===== src/rtl/embcpu4k_nios2_qsys_0_oci_dct_packer_pkg.sv =====
// Shared constants for the OCI direct-branch trace code packer.
package embcpu4k_nios2_qsys_0_oci_dct_packer_pkg;
    localparam int SLOTS   = 15;
    localparam int FRAME_W = 2 * SLOTS;
    localparam int CNT_W   = 4;

    localparam logic [1:0] DCT_NT = 2'b01;
    localparam logic [1:0] DCT_TK = 2'b10;

    function automatic logic is_legal(input logic [1:0] code);
        return (code == DCT_NT) || (code == DCT_TK);
    endfunction
endpackage


===== src/rtl/embcpu4k_nios2_qsys_0_oci_dct_slot.sv =====
// Single-entry valid/ready output register holding one packed frame.
module embcpu4k_nios2_qsys_0_oci_dct_slot
    import embcpu4k_nios2_qsys_0_oci_dct_packer_pkg::*;
(
    input  logic               clk,
    input  logic               reset_n,
    input  logic               load,
    input  logic [FRAME_W-1:0] load_buf,
    input  logic [CNT_W-1:0]   load_cnt,
    input  logic               out_ready,
    output logic               slot_free,
    output logic               frame_valid,
    output logic [FRAME_W-1:0] frame_buffer,
    output logic [CNT_W-1:0]   frame_count
);
    // Free when empty or draining this cycle, so a load can overlap a transfer.
    assign slot_free = ~frame_valid | out_ready;

    always_ff @(posedge clk or negedge reset_n) begin
        if (!reset_n) begin
            frame_valid  <= 1'b0;
            frame_buffer <= '0;
            frame_count  <= '0;
        end else if (load) begin
            frame_valid  <= 1'b1;
            frame_buffer <= load_buf;
            frame_count  <= load_cnt;
        end else if (frame_valid && out_ready) begin
            frame_valid  <= 1'b0;
            frame_buffer <= '0;
            frame_count  <= '0;
        end
    end
endmodule


===== src/rtl/embcpu4k_nios2_qsys_0_oci_dct_packer.sv =====
// Packs 2-bit direct-branch trace codes into 15-code frames for the OCI trace consumer.
module embcpu4k_nios2_qsys_0_oci_dct_packer
    import embcpu4k_nios2_qsys_0_oci_dct_packer_pkg::*;
#(
    parameter int DROP_W = 8
) (
    input  logic               clk,
    input  logic               reset_n,
    input  logic               trc_on,
    input  logic               dct_valid,
    input  logic [1:0]         dct_code,
    input  logic               flush,
    input  logic               out_ready,
    output logic               frame_valid,
    output logic [FRAME_W-1:0] frame_buffer,
    output logic [CNT_W-1:0]   frame_count,
    output logic               overflow,
    output logic [DROP_W-1:0]  dropped,
    output logic               illegal_code
);
    logic [FRAME_W-1:0] acc, acc_d, ins_buf, load_buf;
    logic [CNT_W-1:0]   acc_cnt, cnt_d, ins_cnt, load_cnt;
    logic               trc_on_d, pend_flush, pend_d;
    logic               ev, fall, slot_free, load, drop, accept, trig;

    assign ev   = trc_on & dct_valid;
    assign fall = trc_on_d & ~trc_on;

    always_comb begin
        acc_d    = acc;
        cnt_d    = acc_cnt;
        pend_d   = pend_flush;
        ins_buf  = acc;
        ins_cnt  = acc_cnt;
        load_buf = acc;
        load_cnt = acc_cnt;
        load     = 1'b0;
        drop     = 1'b0;
        accept   = 1'b0;
        trig     = 1'b0;
        if (acc_cnt == CNT_W'(SLOTS)) begin
            // Full accumulator: emit it as-is; a same-cycle event starts the next frame.
            if (slot_free) begin
                load   = 1'b1;
                accept = ev;
                acc_d  = ev ? {{(FRAME_W-2){1'b0}}, dct_code} : '0;
                cnt_d  = ev ? CNT_W'(1) : '0;
                pend_d = 1'b0;
            end else begin
                drop = ev;
            end
        end else begin
            accept   = ev;
            ins_buf  = ev ? {acc[FRAME_W-3:0], dct_code} : acc;
            ins_cnt  = acc_cnt + CNT_W'(ev);
            load_buf = ins_buf;
            load_cnt = ins_cnt;
            trig     = (ins_cnt == CNT_W'(SLOTS)) ||
                       ((flush | pend_flush | fall) && (ins_cnt != '0));
            if (trig && slot_free) begin
                load   = 1'b1;
                acc_d  = '0;
                cnt_d  = '0;
                pend_d = 1'b0;
            end else begin
                acc_d  = ins_buf;
                cnt_d  = ins_cnt;
                pend_d = pend_flush | ((flush | fall) && (ins_cnt != '0));
            end
        end
    end

    always_ff @(posedge clk or negedge reset_n) begin
        if (!reset_n) begin
            acc          <= '0;
            acc_cnt      <= '0;
            pend_flush   <= 1'b0;
            trc_on_d     <= 1'b0;
            overflow     <= 1'b0;
            dropped      <= '0;
            illegal_code <= 1'b0;
        end else begin
            acc          <= acc_d;
            acc_cnt      <= cnt_d;
            pend_flush   <= pend_d;
            trc_on_d     <= trc_on;
            illegal_code <= accept & ~is_legal(dct_code);
            if (drop) begin
                overflow <= 1'b1;
                if (dropped != '1) dropped <= dropped + 1'b1;
            end
        end
    end

    embcpu4k_nios2_qsys_0_oci_dct_slot u_slot (
        .clk          (clk),
        .reset_n      (reset_n),
        .load         (load),
        .load_buf     (load_buf),
        .load_cnt     (load_cnt),
        .out_ready    (out_ready),
        .slot_free    (slot_free),
        .frame_valid  (frame_valid),
        .frame_buffer (frame_buffer),
        .frame_count  (frame_count)
    );
endmodule


===== config.mk =====
export PLATFORM = sky130hd
export DESIGN_NAME = embcpu4k_nios2_qsys_0_oci_dct_packer
export DESIGN_NICKNAME = d
export VERILOG_FILES = /design/src/rtl/embcpu4k_nios2_qsys_0_oci_dct_packer_pkg.sv /design/src/rtl/embcpu4k_nios2_qsys_0_oci_dct_slot.sv /design/src/rtl/embcpu4k_nios2_qsys_0_oci_dct_packer.sv
export SDC_FILE = /design/constraint.sdc
export NUM_CORES = 1
export LEC_CHECK = 0
export ABC_AREA = 1
export BUFFER_PORTS_ARGS = -buffer_cell sky130_fd_sc_hd__buf_2
export CORE_MARGIN = 3
export CORE_UTILIZATION = 30
export DETAILED_ROUTE_END_ITERATION = 12
export GPL_TIMING_DRIVEN = 0
export PLACE_DENSITY = 0.56
export SYNTH_ARGS = -nofsm -noshare
export SYNTH_HDL_FRONTEND = slang
export SYNTH_HIERARCHICAL = 1
export SYNTH_SLANG_ARGS = --single-unit

===== constraint.sdc =====
create_clock -name clk -period 2.9 [get_ports clk]
set_input_delay 0.145 -clock clk [delete_from_list [all_inputs] [get_ports clk]]
set_output_delay 0.145 -clock clk [all_outputs]
set_load 0.02 [all_outputs]

==> flow_summary_export.csv <==
group,metric,value,unit
clocking,clock-sinks,81,
worst_setup_path,critPathMaxFanout,10,
detailed_routing,finalWirelength,10100,um
pwr,leakagePower,2.53,nW
floorplanning,die_h,125,um
timing,holdWs,30.1,ps
timing,slew_headroom,62.0,%
synth,syn_avg_cell_area,8.61,um2
placed_design,hpwl,7200,um
min_path,hold_path_class,"in -> reg",
timing,final-hold-violation-count,0,
detailed_routing,ant_nets,0,
detailed_routing,detail_route.wl_per_cell,13.7,um
global_route,grt_usage,13.4,%
clocking,clock_latency,340,ps
worst_setup_path,crit_chain,"dlygate4sd3_1 > buf_2 > nand2_2 > inv_1 > ha_1 > ha_1 > nor2_1 > nand2_1 > nor2_1 > nor2_2 > nand2_2 > o21ai_1 > buf_6 > inv_12 > buf_12 > nand3_2 > nand2_1",
synth,ys_types,35,
cells_and_area,final_common_cell,"nand2_1",
cells_and_area,num-fill-cells,1403,
worst_setup_path,cp_num_cells,17,
clocking,cts_tree,"done",
synth,syn_inst,493,
cells_and_area,multi_input_area,0.00181,mm2
global_route,grt_first_pass_wirelength,17300,um
detailed_routing,vias,3477,
synth,synth_area,0.00424,mm2
worst_setup_path,max_stage_delay,540,ps
synth,ys_seq_area_share,47.8,%
global_route,grt_pass1_vias,3470,
detailed_routing,dr.pass1.iters,4,
clocking,post_cts_buffers,0,
timing,fin_tns_setup,0,ps
worst_setup_path,startpoint_type,"primary input",
synth,ys.flop_type,"dfrtp_1",
clocking,cts.clk_slew.worst_paths,60,ps
timing,finalSetupViolCount,0,
worst_setup_path,critPathRequiredTime,3120,ps
worst_setup_path,critPathTopFamily,"buffers and inverters",
pwr,ir_drop,0.000332,V
global_route,grt_overflow,0,
clocking,clockBufferDepth,2,
clocking,cts_buffers,9,
timing,period_needed,2670,ps
timing,rsz0062_at_grt,"false",
detailed_routing,drtIter0Drc,186,
global_route,grt_antenna_before_repair,0,
placed_design,gp_congestion,0.789,
synth,ys_warn_count,6,
cells_and_area,finalInstanceArea,0.00509,mm2
pwr,power.density,994,mW/mm2
worst_setup_path,slowest_stage,"dlygate4sd3_1",
timing,min_period_over_period,91.9,%
floorplanning,dieArea,0.0156,mm2
timing,fmax,0.375,GHz
timing,slew_viol_final,0,
worst_setup_path,worstSetupPathType,"in -> reg",
cells_and_area,layout-drive-gt1-share,25.6,%
floorplanning,pin_count,53,
floorplanning,coreArea,0.0136,mm2
cells_and_area,synthToLayoutAreaGrowth,19.9,%
flow_run,cap_violations,0,
synth,async_flop_share,100,%
global_route,grt_max_degree,42,
floorplanning,rows,42,
cells_and_area,layout.nets,570,
detailed_routing,route.detailed.drc,0,
floorplanning,die_width,125,um
floorplanning,start_util,31.3,%
cells_and_area,diodes,0,
outcome,status,"completed",
worst_setup_path,path_buf_inv,6,
synth,synth-edff-count,0,
cells_and_area,seq_area,0.00203,mm2
timing,fin_skew,8.12,ps
placed_design,place_area,0.00475,mm2
synth,synth_nets,504,
timing,tightest_slew,570,ps
synth,synth-seq-cells,81,
cells_and_area,most-common-layout-cells,"nand2_1, dfrtp_1, buf_2",
clocking,htreeDepth,3,
worst_setup_path,cp.arrival,2890,ps
placed_design,io_buffers,52,
clocking,clock-root-buffer,"clkbuf_16",
worst_setup_path,r2r_cells,13,
worst_setup_path,endpoint_kind,"flip-flop",
min_path,hold_depth,2,
detailed_routing,via_per_inst,4.71,
## sequential cells by signal, indices dropped and copies added, names as in the netlist
signal and count:
acc_cnt 4, u_slot/frame_valid 1, pend_flush 1, u_slot/frame_count 4
trc_on_d 1, u_slot/frame_buffer 30, illegal_code 1, overflow 1
acc 30, dropped 8
## synth_stat cells (2+ instances only)
master	n	area, um2
a21oi_1	52	260
a21oi_2	10	87.6
buf_12	3	60.1
buf_2	9	45.0
buf_4	3	22.5
buf_6	5	56.3
clkbuf_1	8	30.0
dfrtp_1	81	2030
ha_1	3	37.5
inv_1	41	154
inv_2	3	11.3
nand2_1	133	499
nand2_2	3	18.8
nand2_4	2	22.5
nand3_1	12	60.1
nand3_2	30	300
nand3b_1	2	15.0
nor2_1	8	30.0
nor2_4	2	22.5
nor3_1	2	10.0
o21ai_0	60	300
o21ai_1	2	10.0
or2_2	3	18.8
xnor2_1	3	26.3
xor2_1	3	26.3
## cell type report
type / count / share of cell area, %
Sequential cell: 81 / 39.8
Tap cell: 176 / 4.33
Buffer: 29 / 4.50
Inverter: 45 / 3.57
Clock buffer: 12 / 4.84
Clock inverter: 3 / 1.28
Multi-Input combinational cell: 338 / 35.6
Timing Repair Buffer: 55 / 6.10
## power by group
part / switching, mW / internal (mW) / total, mW / leakage [nW]
sequential: 0.273 / 1.52 / 1.80 / 1.06
clock: 0.440 / 0.772 / 1.21 / 0.153
combinational: 1.28 / 0.768 / 2.05 / 1.31
## stage by stage
| step | instances | total power, mW | setup slack, ps | utilization [%] |
|---|---|---|---|---|
| final | 739 | 5.06 | 235 | 37.5 |
| after global routing | 739 | 5.45 | 40.3 | 37.5 |
| after CTS | 739 | 5.12 | 42.8 | 37.5 |
| after detailed placement | 722 | 3.89 | 244 | 35.1 |
| after global placement | 721 | 3.83 | 305 | 34.8 |
| after floorplan | 493 | 3.31 | 797 | - |
## cell families (layout without fill, tap and decap cells)
family / after synthesis / after routing / synth area share [%]
AND/OR/NAND/NOR: 200 / 200 / 24.1
AO/OA/AOI/OAI: 129 / 129 / 16.4
flip-flops: 81 / 81 / 47.8
buffers and inverters: 74 / 144 / 9.67
XOR/XNOR: 6 / 6 / 1.24
adder cells (fa/ha/maj): 3 / 3 / 0.885
## repair_timing
action,4_1_cts,5_1_grt
setup endpoints to repair,0,32
hold buffers,2,0
gates resized for setup,0,2
hold endpoints to repair,41,0
## final timing paths
| kind | start | to | slack, ps |
|---|---|---|---|
| max | trc_on | u_slot/frame_buffer[5]$_DFFE_PN0P_ | 230 |
| min | out_ready | u_slot/frame_valid$_DFFE_PN0P_ | 30 |
| max reg2reg | acc_cnt[0]$_DFFE_PN0P_ | u_slot/frame_buffer[5]$_DFFE_PN0P_ | 650 |
| min reg2reg | overflow$_DFFE_PN0P_ | overflow$_DFFE_PN0P_ | 470 |
| max in group asynchronous | reset_n | u_slot/frame_buffer[27]$_DFFE_PN0P_ | 1950 |
| min in group asynchronous | reset_n | u_slot/frame_buffer[12]$_DFFE_PN0P_ | 340 |
## metal layers
layer	up-vias	wire, um	global-route usage (%)
met4	0	91	3.13
met5	-	0	0
met1	1651	4740	18.0
met2	78	4700	21.3
met3	9	601	4.39
li1	1739	-	-
Note: power is estimated with default switching activity, not from simulation.
